File: src/rtl/driver_74hc595.sv
// Serial driver for four daisy-chained 74HC595 shift-register chains sharing SRCLK/RCLK.
// Optional active-low output enable OEn is built when DRIVER_74HC595_OE_EN is defined.
module driver_74hc595 #(
  parameter int unsigned CHAIN_LEN = 16
) (
  input  logic                 clk,
  input  logic                 reset,
  input  logic [CHAIN_LEN-1:0] data_0,
  input  logic [CHAIN_LEN-1:0] data_1,
  input  logic [CHAIN_LEN-1:0] data_2,
  input  logic [CHAIN_LEN-1:0] data_3,
  output logic                 SER_0,
  output logic                 SER_1,
  output logic                 SER_2,
  output logic                 SER_3,
  output logic                 SRCLK,
  output logic                 RCLK,
  output logic                 frame_done
`ifdef DRIVER_74HC595_OE_EN
  ,
  output logic                 OEn
`endif
);

  localparam int unsigned FRAME = 2 * CHAIN_LEN + 4;
  localparam int unsigned CW    = $clog2(FRAME);

  localparam logic [CW-1:0] LAST      = CW'(FRAME - 1);
  localparam logic [CW-1:0] LATCH     = CW'(FRAME - 2);
  localparam logic [CW-1:0] FIRST_BIT = CW'(2);
  localparam logic [CW-1:0] LAST_BIT  = CW'(2 * CHAIN_LEN + 1);

  logic                      r_run;
  logic [CW-1:0]             r_cnt;
  logic [3:0][CHAIN_LEN-1:0] r_shadow;
  logic [3:0]                r_ser;

  logic                      w_load;
  logic                      w_in_bits;
  logic                      w_shift;
  logic                      w_srclk;
  logic                      w_rclk;
  logic [CW-1:0]             w_cnt_nxt;
  logic [3:0][CHAIN_LEN-1:0] w_data;

  assign w_data = {data_3, data_2, data_1, data_0};

  // Outputs are registered from the decode of the cycle about to start (w_cnt_nxt).
  always_comb begin
    w_cnt_nxt = '0;
    if (r_run && (r_cnt != LAST)) begin
      w_cnt_nxt = r_cnt + CW'(1);
    end
    w_load    = r_run && (r_cnt == '0);
    w_in_bits = (w_cnt_nxt >= FIRST_BIT) && (w_cnt_nxt <= LAST_BIT);
    w_shift   = w_in_bits && !w_cnt_nxt[0];
    w_srclk   = w_in_bits && w_cnt_nxt[0];
    w_rclk    = (w_cnt_nxt == LATCH);
  end

  // r_run distinguishes the reset-held state from frame cycle 0.
  always_ff @(posedge clk) begin
    if (reset) begin
      r_run      <= 1'b0;
      r_cnt      <= '0;
      r_shadow   <= '0;
      r_ser      <= '0;
      SRCLK      <= 1'b0;
      RCLK       <= 1'b0;
      frame_done <= 1'b0;
`ifdef DRIVER_74HC595_OE_EN
      OEn        <= 1'b1;
`endif
    end else begin
      r_run      <= 1'b1;
      r_cnt      <= w_cnt_nxt;
      SRCLK      <= w_srclk;
      RCLK       <= w_rclk;
      frame_done <= w_rclk;
      if (w_load) begin
        r_shadow <= w_data;
      end else if (w_shift) begin
        for (int i = 0; i < 4; i++) begin
          r_ser[i]    <= r_shadow[i][CHAIN_LEN-1];
          r_shadow[i] <= {r_shadow[i][CHAIN_LEN-2:0], 1'b0};
        end
      end
`ifdef DRIVER_74HC595_OE_EN
      // Enable only once a full frame has been latched into the chains.
      if (w_cnt_nxt == LAST) begin
        OEn <= 1'b0;
      end
`endif
    end
  end

  assign SER_0 = r_ser[0];
  assign SER_1 = r_ser[1];
  assign SER_2 = r_ser[2];
  assign SER_3 = r_ser[3];

endmodule

File: config.mk
export PLATFORM = sky130hd
export DESIGN_NAME = driver_74hc595
export DESIGN_NICKNAME = d
export VERILOG_FILES = /design/src/rtl/driver_74hc595.sv
export SDC_FILE = /design/constraint.sdc
export NUM_CORES = 1
export LEC_CHECK = 0
export CAP_MARGIN = 20
export CORE_MARGIN = 2
export CORE_UTILIZATION = 30
export DETAILED_ROUTE_END_ITERATION = 8
export PLACE_DENSITY = 0.61
export SETUP_SLACK_MARGIN = 0.1
export SLEW_MARGIN = 0
export SYNTH_ARGS = -nofsm -noshare
export SYNTH_HDL_FRONTEND = slang
export SYNTH_SLANG_ARGS = --single-unit
File: constraint.sdc
create_clock -name clk -period 6.5 [get_ports clk]
set_clock_uncertainty 0.15 [all_clocks]
set_input_delay 0.975 -clock clk [delete_from_list [all_inputs] [get_ports clk]]
set_output_delay 0.975 -clock clk [all_outputs]
set_load 0.1 [all_outputs]
==> results.md <==
- Drt total wl: 10200 µm
- CP Data Arrival Time: 3.68 ns
- Resize count post-CTS: 0
- Layout area overhead: 26.4%
- Die H: 118 µm
- Commonest non-fill, non-tap cell in the layout: dfxtp_1
- Final Hold Vio Count: 0
- Share of the synthesized area in the top cell type: between 30% and 40%
- Compound-cell area share of the yosys netlist: a little over a third
- DRC: 0
- Core area: 12600 µm²
- # nets final: 546
- H-Tree Depth: 3
- Commonest non-fill, non-tap cells in the layout: dfxtp_1 (76), clkdlybuf4s50_1 (71), nor2_1 (64)
- Slew of the pin with the lowest slew margin: 0.973 ns
- Worst setup EP type: flop
- Routed Antenna Nets: 0
- Starting density of the core: 30.7%
- Critical path class: flop to flop
- Simple-gate share of the synthesized area: a little under an eighth
- Static leakage: 0.00156 µW
- Netlist cell types: 37
- Initial antenna violation count: 0
- Clock buffer depth: 2
- Synth area leader: dfxtp_1
- Vias in the first global route: 3412
- Yosys warns: 0
- CP Data Required Time: 6.59 ns
- Via count: between 3000 and 4000
- Vias/cell: 5.45
- Post-cts hold buffer count: 0
- Largest family of logic cells by synthesized area: compound AO/OA/AOI/OAI gates
- Post-Synth Adder-Cell Area: 0.647%
- Max_slew headroom: 34.9%
- RSZ-0062 raised after global routing: false
- Post-Synth XOR/XNOR Area: 2.26%
- First-pass iteration count of the detailed router: 4
- Core Rows: 41
- Period minus WS final: 3.59 ns
- Top FF cell, synth: dfxtp_1
- Synthesized area: 3870 µm²
- Clock-pin slew on the worst setup and hold paths: 0.06 ns
- Largest net degree at the start of global routing: 71
- Global-route wire length before repair: roughly 17000 µm
- Die area: 13800 µm²
- CTS tree: done
- Root buffer cell: clkbuf_16
- Antenna diodes: 0
- Clock sink total: 77
- Clk_lat worst skew: ~0.34 ns
- GRT Resource Usage Total: 14.5%
- Total Power: 1240 µW
- Avg Synthesized Cell Area: 8.72 µm²
- Fill cell count: 1274
- DR iter-0 viols: 259
- Largest cells by area after synthesis: dfxtp_1 (40%), a41oi_1 (14%), a211oi_1 (12%)
- Mapped Cells: 444
- Max Fanout on Critical Path: 67
- Setup Viol. Count Final: 0
- Number of flops mapped to enable cells by yosys: 0
- # IOs: 73
- Area occupied by multi-input gates: 2000 µm²
- Post-synthesis register bit count: 77
- Multiplexer share of the synthesized area: 1.03%
- Post-CTS setup buffers: 0
- Setup TNS: 0 ns
- IO Port Bufs: 72
- Max Slew Vio Count: 0
- Run status: complete, no violations
- Final period utilization: between 50 and 60%
- Overflow after GRT: 0
- Max cap viols: 0
- FFs w/ async S/R, synth: 0%
- Max IR drop VDD: 0.117 mV
- Fmax: about 280 MHz
- HP Class: flop to flop
- Critical path launch point type: flop
- Proportion of layout cells with a drive suffix above 1: 8.07%
- Synthesized net count: about 500
- DP Wirelength: about 6100 µm
- Chip Width: 118 µm
- RePlAce Congestion: 0.810
- Register area share after synthesis: 39.8%
- CTS Buf Count: 9
- Pwr Density: roughly 250 nW/µm²
- Wire per inst: 15.6 µm
- Register area: 1540 µm²
[through the flow]
stage	utilization (%)	hold WS, ns	cells	setup slack, ns	area [µm²]
3_5_place_dp	35.9	0.311	637	2.92	4530
2_1_floorplan	-	0.285	444	3.84	3870
5_1_grt	38.8	0.334	655	2.62	4890
4_1_cts	38.4	0.318	653	2.90	4840
6_report	38.8	0.314	655	2.91	4890
3_3_place_gp	35.9	0.300	637	3.01	4530
[where the power goes]
group	internal (µW)	leakage [µW]	total [µW]	switching [µW]
Sequential	508	0.000636	525	17.0
Clock	310	0.000141	512	202
Combinational	88.3	0.000779	203	115
[kinds of logic after synthesis]
logic type	Yosys count
AOI/OAI and AO/OA	193
and+or+nand+nor	101
DFF	77
buffers and inverters	60
xor gates and xnor gates	7
muxes	4
adders and majority gates	2
[layer usage]
layer / vias up / GRT usage [%] / wire length, µm
met5: - / 0 / 0
met4: 0 / 4.52 / 137
met3: 15 / 2.91 / 435
met2: 93 / 23.1 / 4780
met1: 1701 / 19.8 / 4870
li1: 1759 / - / -
[synth_stat cells (2+ instances only)]
library cell  count
ha_1              2
o21ai_1          10
buf_6             8
clkbuf_1         27
nor3_1            5
o21ai_0          52
a211oi_1         61
inv_1             2
mux2i_1           4
buf_4            13
a21oi_1           4
nand2_1          17
and2_1            2
nor3_4            2
dfxtp_1          77
o211ai_1          4
a41oi_1          60
xor2_1            4
nor2_1           64
buf_2             9
[layout make-up]
type / count / area share, %
multi-input cells: 307 / 41.0
well taps: 172 / 4.40
clock inverters: 6 / 1.43
repair buffers: 80 / 16.5
flip-flops and latches: 77 / 31.5
clock buffers: 10 / 4.89
inverters: 3 / 0.230
[critical path, stage by stage (launching register included)]
cell      delay, ns
dfxtp_2        0.31
buf_4          0.53
inv_1          0.11
ha_1           0.37
nor3_1         0.29
a21oi_4        0.15
xnor2_4        0.62
buf_4          0.46
a41oi_1        0.18
a211oi_1       0.28
[final timing paths]
kind / slack (ns) / end / start / cells after the start
max: 2.91 / r_shadow[62] / r_cnt[0] / 9
max reg2reg: 2.91 / r_shadow[62] / r_cnt[0] / 9
min: 0.31 / r_ser[0] / r_shadow[15] / 2
min reg2reg: 0.31 / r_ser[0] / r_shadow[15] / 2
[registers in the layout, summed over array words and instances, names as in the netlist]
name	cells
r_shadow	64
r_cnt	6
r_ser	4
SRCLK	1
frame_done	1
r_run	1
(Power assumes the default switching activity.)
